### config.mk
export PLATFORM = sky130hd
export DESIGN_NAME = cond_match_unit_flat
export DESIGN_NICKNAME = d
export VERILOG_FILES = /design/src/rtl/cond_match_unit_if.sv /design/src/rtl/cond_match_unit.sv /design/src/flat_wrapper.sv
export SDC_FILE = /design/constraint.sdc
export NUM_CORES = 1
export LEC_CHECK = 0
export BUFFER_PORTS_ARGS = -buffer_cell sky130_fd_sc_hd__buf_2
export CAP_MARGIN = 10
export CORE_UTILIZATION = 48
export CTS_CLUSTER_SIZE = 25
export DETAILED_ROUTE_END_ITERATION = 10
export GPL_ROUTABILITY_DRIVEN = 0
export PLACE_DENSITY = 0.75
export SLEW_MARGIN = 20
export SYNTH_ARGS = -nofsm -noshare
export SYNTH_HDL_FRONTEND = slang
export SYNTH_HIERARCHICAL = 1
export SYNTH_SLANG_ARGS = --single-unit
### constraint.sdc
create_clock -name clk -period 2 [get_ports clk]
set_clock_uncertainty 0.1 [all_clocks]
set_input_delay 0.4 -clock clk [delete_from_list [all_inputs] [get_ports clk]]
set_output_delay 0.4 -clock clk [all_outputs]
set_load 0.02 [all_outputs]
### src/rtl/cond_match_unit_if.sv
// Bundles the sample, rule-programming and status signals of cond_match_unit.
// The master drives samples/config; the slave (the unit) returns hit status.
interface cond_match_unit_if #(
  parameter int A_W       = 3,
  parameter int C_W       = 2,
  parameter int NUM_RULES = 2,
  parameter int CNT_W     = 8
);
  localparam int IDX_W = (NUM_RULES > 1) ? $clog2(NUM_RULES) : 1;

  logic                 in_valid;
  logic [A_W-1:0]       a;
  logic                 b;
  logic [C_W-1:0]       c;
  logic                 cfg_we;
  logic [IDX_W-1:0]     cfg_idx;
  logic                 cfg_en;
  logic [A_W-1:0]       cfg_a;
  logic                 cfg_b;
  logic [C_W-1:0]       cfg_c;
  logic                 clr;
  logic                 y;
  logic [NUM_RULES-1:0] hit_vec;
  logic [IDX_W-1:0]     hit_id;
  logic [CNT_W-1:0]     hit_cnt;
  logic                 cnt_sat;

  modport master (
    output in_valid, a, b, c, cfg_we, cfg_idx, cfg_en, cfg_a, cfg_b, cfg_c, clr,
    input  y, hit_vec, hit_id, hit_cnt, cnt_sat
  );
  modport slave (
    input  in_valid, a, b, c, cfg_we, cfg_idx, cfg_en, cfg_a, cfg_b, cfg_c, clr,
    output y, hit_vec, hit_id, hit_cnt, cnt_sat
  );
endinterface

### src/rtl/cond_match_unit.sv
// Programmable tuple matcher: per-rule pattern + run counter, fixed-priority
// resolution to y/hit_id, and a saturating count of y rising edges.

module cmu_rule #(
  parameter int             A_W    = 3,
  parameter int             C_W    = 2,
  parameter int             HOLD   = 1,
  parameter logic           RST_EN = 1'b0,
  parameter logic [A_W-1:0] RST_A  = '0,
  parameter logic           RST_B  = 1'b0,
  parameter logic [C_W-1:0] RST_C  = '0
) (
  input  logic           clk,
  input  logic           rst_n,
  input  logic           in_valid,
  input  logic [A_W-1:0] a,
  input  logic           b,
  input  logic [C_W-1:0] c,
  input  logic           wr,
  input  logic           cfg_en,
  input  logic [A_W-1:0] cfg_a,
  input  logic           cfg_b,
  input  logic [C_W-1:0] cfg_c,
  output logic           hit_nxt,
  output logic           hit
);
  localparam int RUN_W = $clog2(HOLD + 1);

  logic           en, pb, m;
  logic [A_W-1:0] pa;
  logic [C_W-1:0] pc;
  logic [RUN_W-1:0] run, run_nxt;

  assign m = en & (a == pa) & (b == pb) & (c == pc);

  // A config write overrides whatever the concurrent sample would have done.
  always_comb begin
    run_nxt = run;
    hit_nxt = hit;
    if (wr) begin
      run_nxt = '0;
      hit_nxt = 1'b0;
    end else if (in_valid) begin
      if (m) begin
        if (run != RUN_W'(HOLD)) run_nxt = run + RUN_W'(1);
        hit_nxt = (run_nxt == RUN_W'(HOLD));
      end else begin
        run_nxt = '0;
        hit_nxt = 1'b0;
      end
    end
  end

  always_ff @(posedge clk or negedge rst_n) begin
    if (!rst_n) begin
      en  <= RST_EN;
      pa  <= RST_A;
      pb  <= RST_B;
      pc  <= RST_C;
      run <= '0;
      hit <= 1'b0;
    end else begin
      run <= run_nxt;
      hit <= hit_nxt;
      if (wr) begin
        en <= cfg_en;
        pa <= cfg_a;
        pb <= cfg_b;
        pc <= cfg_c;
      end
    end
  end
endmodule

module cond_match_unit #(
  parameter int A_W       = 3,
  parameter int C_W       = 2,
  parameter int NUM_RULES = 2,
  parameter int HOLD      = 1,
  parameter int CNT_W     = 8
) (
  input logic               clk,
  input logic               rst_n,
  cond_match_unit_if.slave  bus
);
  localparam int IDX_W = (NUM_RULES > 1) ? $clog2(NUM_RULES) : 1;

  logic [NUM_RULES-1:0] hit_vec, hit_nxt;
  logic [IDX_W-1:0]     hit_id;
  logic [CNT_W-1:0]     cnt, cnt_inc;
  logic                 sat, y, y_rise;

  generate
    for (genvar i = 0; i < NUM_RULES; i++) begin : g_rule
      cmu_rule #(
        .A_W   (A_W),
        .C_W   (C_W),
        .HOLD  (HOLD),
        .RST_EN((i < 2) ? 1'b1 : 1'b0),
        .RST_A ((i < 2) ? A_W'(2) : A_W'(0)),
        .RST_B ((i == 0) ? 1'b1 : 1'b0),
        .RST_C (C_W'(0))
      ) u_rule (
        .clk     (clk),
        .rst_n   (rst_n),
        .in_valid(bus.in_valid),
        .a       (bus.a),
        .b       (bus.b),
        .c       (bus.c),
        .wr      (bus.cfg_we && (bus.cfg_idx == IDX_W'(i))),
        .cfg_en  (bus.cfg_en),
        .cfg_a   (bus.cfg_a),
        .cfg_b   (bus.cfg_b),
        .cfg_c   (bus.cfg_c),
        .hit_nxt (hit_nxt[i]),
        .hit     (hit_vec[i])
      );
    end
  endgenerate

  // Scan high to low so the lowest qualified index is the one left standing.
  always_comb begin
    hit_id = '0;
    for (int i = NUM_RULES - 1; i >= 0; i--)
      if (hit_vec[i]) hit_id = IDX_W'(i);
  end

  assign y       = |hit_vec;
  assign y_rise  = (|hit_nxt) & ~y;
  assign cnt_inc = cnt + CNT_W'(1);

  always_ff @(posedge clk or negedge rst_n) begin
    if (!rst_n) begin
      cnt <= '0;
      sat <= 1'b0;
    end else if (bus.clr) begin
      cnt <= '0;
      sat <= 1'b0;
    end else if (y_rise && !(&cnt)) begin
      cnt <= cnt_inc;
      sat <= sat | (&cnt_inc);
    end
  end

  assign bus.y       = y;
  assign bus.hit_vec = hit_vec;
  assign bus.hit_id  = hit_id;
  assign bus.hit_cnt = cnt;
  assign bus.cnt_sat = sat;
endmodule

### src/flat_wrapper.sv
// flat-port wrapper written by rule: the top's interface ports become plain ports
module cond_match_unit_flat 
#(
  parameter int A_W       = 3,
  parameter int C_W       = 2,
  parameter int NUM_RULES = 2,
  parameter int HOLD      = 1,
  parameter int CNT_W     = 8
)
  (clk, rst_n, bus_in_valid, bus_a, bus_b, bus_c, bus_cfg_we, bus_cfg_idx, bus_cfg_en, bus_cfg_a, bus_cfg_b, bus_cfg_c, bus_clr, bus_y, bus_hit_vec, bus_hit_id, bus_hit_cnt, bus_cnt_sat);
  cond_match_unit_if #(.A_W(A_W), .C_W(C_W), .NUM_RULES(NUM_RULES), .CNT_W(CNT_W)) bus_i ();
  input logic clk;
  input logic rst_n;
  input wire logic [$bits(bus_i.in_valid)-1:0] bus_in_valid;
  input wire logic [$bits(bus_i.a)-1:0] bus_a;
  input wire logic [$bits(bus_i.b)-1:0] bus_b;
  input wire logic [$bits(bus_i.c)-1:0] bus_c;
  input wire logic [$bits(bus_i.cfg_we)-1:0] bus_cfg_we;
  input wire logic [$bits(bus_i.cfg_idx)-1:0] bus_cfg_idx;
  input wire logic [$bits(bus_i.cfg_en)-1:0] bus_cfg_en;
  input wire logic [$bits(bus_i.cfg_a)-1:0] bus_cfg_a;
  input wire logic [$bits(bus_i.cfg_b)-1:0] bus_cfg_b;
  input wire logic [$bits(bus_i.cfg_c)-1:0] bus_cfg_c;
  input wire logic [$bits(bus_i.clr)-1:0] bus_clr;
  output wire logic [$bits(bus_i.y)-1:0] bus_y;
  output wire logic [$bits(bus_i.hit_vec)-1:0] bus_hit_vec;
  output wire logic [$bits(bus_i.hit_id)-1:0] bus_hit_id;
  output wire logic [$bits(bus_i.hit_cnt)-1:0] bus_hit_cnt;
  output wire logic [$bits(bus_i.cnt_sat)-1:0] bus_cnt_sat;
  assign bus_i.in_valid = bus_in_valid;
  assign bus_i.a = bus_a;
  assign bus_i.b = bus_b;
  assign bus_i.c = bus_c;
  assign bus_i.cfg_we = bus_cfg_we;
  assign bus_i.cfg_idx = bus_cfg_idx;
  assign bus_i.cfg_en = bus_cfg_en;
  assign bus_i.cfg_a = bus_cfg_a;
  assign bus_i.cfg_b = bus_cfg_b;
  assign bus_i.cfg_c = bus_cfg_c;
  assign bus_i.clr = bus_clr;
  assign bus_y = bus_i.y;
  assign bus_hit_vec = bus_i.hit_vec;
  assign bus_hit_id = bus_i.hit_id;
  assign bus_hit_cnt = bus_i.hit_cnt;
  assign bus_cnt_sat = bus_i.cnt_sat;
  cond_match_unit #(.A_W(A_W), .C_W(C_W), .NUM_RULES(NUM_RULES), .HOLD(HOLD), .CNT_W(CNT_W)) u_core (.clk(clk), .rst_n(rst_n), .bus(bus_i));
endmodule
==> impl_metrics.csv <==
group,metric,value,unit
status,outcome,"finished, violations left",
status,violations,"negative setup slack",
layout,fill_cells,213,
detailed_routing,first_pass_iters,4,
power_and_ir_drop,p_per_area,567.7,nW/um^2
clock_network,clk_latency,0.32,ns
setup_path,end_kind,"flip-flop",
yosys,ys_types,40,
clock_network,clock_path_buffers,2,
yosys,yosysSeqAreaShare,44.97,%
yosys,syn_inst,127,
yosys,avgSynthCellArea,11.06,sq um
floorplanning,start_util,50.95,%
clock_network,cts_sinks,25,
detailed_routing,drc_errors,0,
hold_path,hold_path_class,"input pin to flip-flop",
layout,final_core_util,64.29,%
hold_path,hp-start,"bus_cfg_a[2]",
global_route,gr-total-overflow,0,
place,placedCellCount,190,
setup_path,crit_path_start,"u_core/g_rule[1].u_rule/en$_DFFE_PN1P_",
place,port_buffers,31,
yosys,syn_area,1405,sq um
hold_path,whs_path_depth,2,
setup_path,r2r-end,"u_core/bus.hit_cnt[5]$_DFFE_PN0P_",
floorplanning,core_region_area,2758,sq um
yosys,ys_ff_latch,25,
clock_network,cts_max_level,1,
detailed_routing,routed_wl,2941,um
detailed_routing,ant_nets,0,
global_route,grt_use_total,18.59,%
timing,setup_violations,9,
clock_network,cts_buffers,3,
detailed_routing,drtIter0Drc,38,
clock_network,cts_tree,"built",
yosys,syn_nets,148,
setup_path,cp-start-kind,"flip-flop",
layout,final_nets,189,
setup_path,r2r_cells,7,
detailed_routing,via_per_inst,5.566,
floorplanning,pin_count,32,
yosys,synth_warnings,6,
layout,final_cells,198,
clock_network,clockRootBuffer,"clkbuf_4",
global_route,antenna_found_initial,0,
setup_path,critical_path_class,"flip-flop to flip-flop",
detailed_routing,routedWlPerCell,14.85,um
setup_path,cp-endpoint,"u_core/bus.hit_cnt[5]$_DFFE_PN0P_",
setup_path,critical_path_arrival,2.43,ns
layout,antenna_cells,0,
floorplanning,fp.dieW,56.11,um
timing,setup_slack,-0.2704,ns
layout,mostFrequentLayoutCells,"buf_2, dfrtp_1, mux2_2",
place,dpl.hpwl,2109,um
power_and_ir_drop,p_leak,0.7558,nW
timing,rsz0062_at_grt,"true",
timing,worstMarginPinSlew,0.5554,ns
setup_path,crit_path_max_fanout,5,
clock_network,clk_pin_slew,0.15,ns
timing,finalCriticalPeriod,2.270,ns
layout,drive_gt1_share,50.90,%
timing,min_period_over_period,113.5,%
global_route,grt_pass1_wl,4616,um
floorplanning,dieArea,3148,sq um
global_route,grt_pass1_vias,1020,
timing,slew_violations,0,
detailed_routing,vias,1102,
floorplanning,die_height,56.11,um
job,cap_violations,0,
layout,area_delta_synth_final,26.18,%
layout,layout_commonest_cell,"buf_2",
timing,hold_violations,0,
setup_path,reg2reg_from,"u_core/g_rule[1].u_rule/en$_DFFE_PN1P_",
timing,timing.fmax,440.5,MHz
global_route,grt_max_degree,26,
floorplanning,rows,19,
setup_path,worst_ep_required_time,2.16,ns
power_and_ir_drop,vdd_drop_max,0.5350,mV
timing,relSlewSlack,62.97,%
setup_path,ff2ff_setup_slack,-0.27,ns
timing,fin_tns_setup,-1.754,ns
-- report_power, final --
group          total, mW  switching, mW  internal (mW)  leakage [nW]
registers          0.589         0.0285          0.560         0.312
logic              0.181         0.0827         0.0984         0.430
clock network      0.237          0.160         0.0763        0.0139
total               1.01          0.272          0.735         0.756
-- layout make-up --
type	instances	area, sq um	area share, %
Tap cell	31	38.79	2.188
Clock buffer	3	22.52	1.270
Sequential cell	25	631.9	35.64
Clock inverter	1	7.507	0.4234
Timing Repair Buffer	42	244.0	13.76
Multi-Input combinational cell	94	820.8	46.29
Inverter	2	7.507	0.4234
-- per-stage QoR --
step,instance area [sq um],setup slack (ns),power [mW],hold slack [ns]
final,1773,-0.2704,1.006,0.2092
after detailed placement,1628,-0.3335,0.7699,0.3225
after global placement,1628,-0.2897,0.7607,0.3085
after floorplan,1445,-0.2636,0.7100,0.004409
after CTS,1724,-0.2564,1.014,0.1978
after global routing,1773,-0.3327,1.050,0.2077
-- synthesized netlist by cell type, drive strengths merged --
library cell | count | share of area [%]
a2111oi | 1 | 1.1
a211oi | 3 | 2.3
a21oi | 2 | 0.71
a31oi | 1 | 0.45
a41o | 1 | 0.71
and2 | 1 | 0.45
and2b | 1 | 0.53
and3 | 2 | 0.98
and4 | 1 | 0.62
buf | 6 | 4.5
dfrtp | 20 | 36
dfstp | 5 | 9.4
ha | 2 | 1.8
inv | 2 | 0.53
mux2 | 14 | 11
mux2i | 2 | 1.4
nand2 | 12 | 3.2
nand3 | 3 | 1.4
nand4 | 4 | 1.8
nor2 | 8 | 2.1
nor2b | 2 | 0.89
nor3 | 1 | 0.36
nor3b | 1 | 0.53
nor4 | 2 | 0.89
o21ai | 4 | 1.4
o21bai | 1 | 0.53
o22ai | 1 | 0.45
o31ai | 2 | 1.1
or2 | 3 | 1.3
or3 | 1 | 0.45
or4 | 3 | 1.9
xnor2 | 10 | 6.2
xor2 | 5 | 3.1
-- flip-flops by register name, indices dropped and copies added (netlist names) --
signal	count
u_core/g_rule.u_rule/pc	4
u_core/g_rule.u_rule/en	2
u_core/g_rule.u_rule/pb	2
u_core/g_rule.u_rule/pa	6
u_core/bus.hit_cnt	8
u_core/g_rule.u_rule/hit	2
u_core/bus.cnt_sat	1
-- timing repair --
| item | 4_1_cts | 5_1_grt |
|---|---|---|
| gates resized for setup | 5 | 10 |
| setup buffers | 3 | 0 |
| pin swaps | 8 | 3 |
| setup endpoints to repair | 9 | 9 |
| hold buffers | 1 | 0 |
| endpoints found under the hold margin | 20 | 0 |
-- critical path: stages (launching register included) --
cell	delay [ns]
dfstp_2	0.56
nand2_1	0.06
or4_4	0.54
o21ai_4	0.18
nor2_4	0.08
or2_4	0.24
or3_1	0.32
a21oi_2	0.12
-- kinds of logic after synthesis --
group	share of synthesized area [%]
and+or+nand+nor	17.45
AOI/OAI and AO/OA	8.727
adders and majority gates	1.781
DFF	44.97
muxes	12.64
buffers and inverters	5.076
xor gates and xnor gates	9.350
-- per-layer routing --
layer	track usage [%]	wire, um	vias up
li1	-	-	530
met1	27.29	1289	538
met2	29.42	1478	32
met3	2.093	158	2
met4	4.878	15	0
met5	0	0	-
-- how the worst min path moves through the flow --
stage,end,slack [ns]
after floorplan,u_core/bus.cnt_sat$_DFFE_PN0P_,0.004
after global placement,u_core/bus.hit_cnt[5]$_DFFE_PN0P_,0.31
after detailed placement,u_core/bus.hit_cnt[7]$_DFFE_PN0P_,0.32
after CTS,u_core/g_rule[0].u_rule/pa[2]$_DFFE_PN0P_,0.20
after global routing,u_core/g_rule[0].u_rule/pc[1]$_DFFE_PN0P_,0.21
final,u_core/g_rule[0].u_rule/pa[2]$_DFFE_PN0P_,0.21
Note: power is estimated with default switching activity, not from simulation.
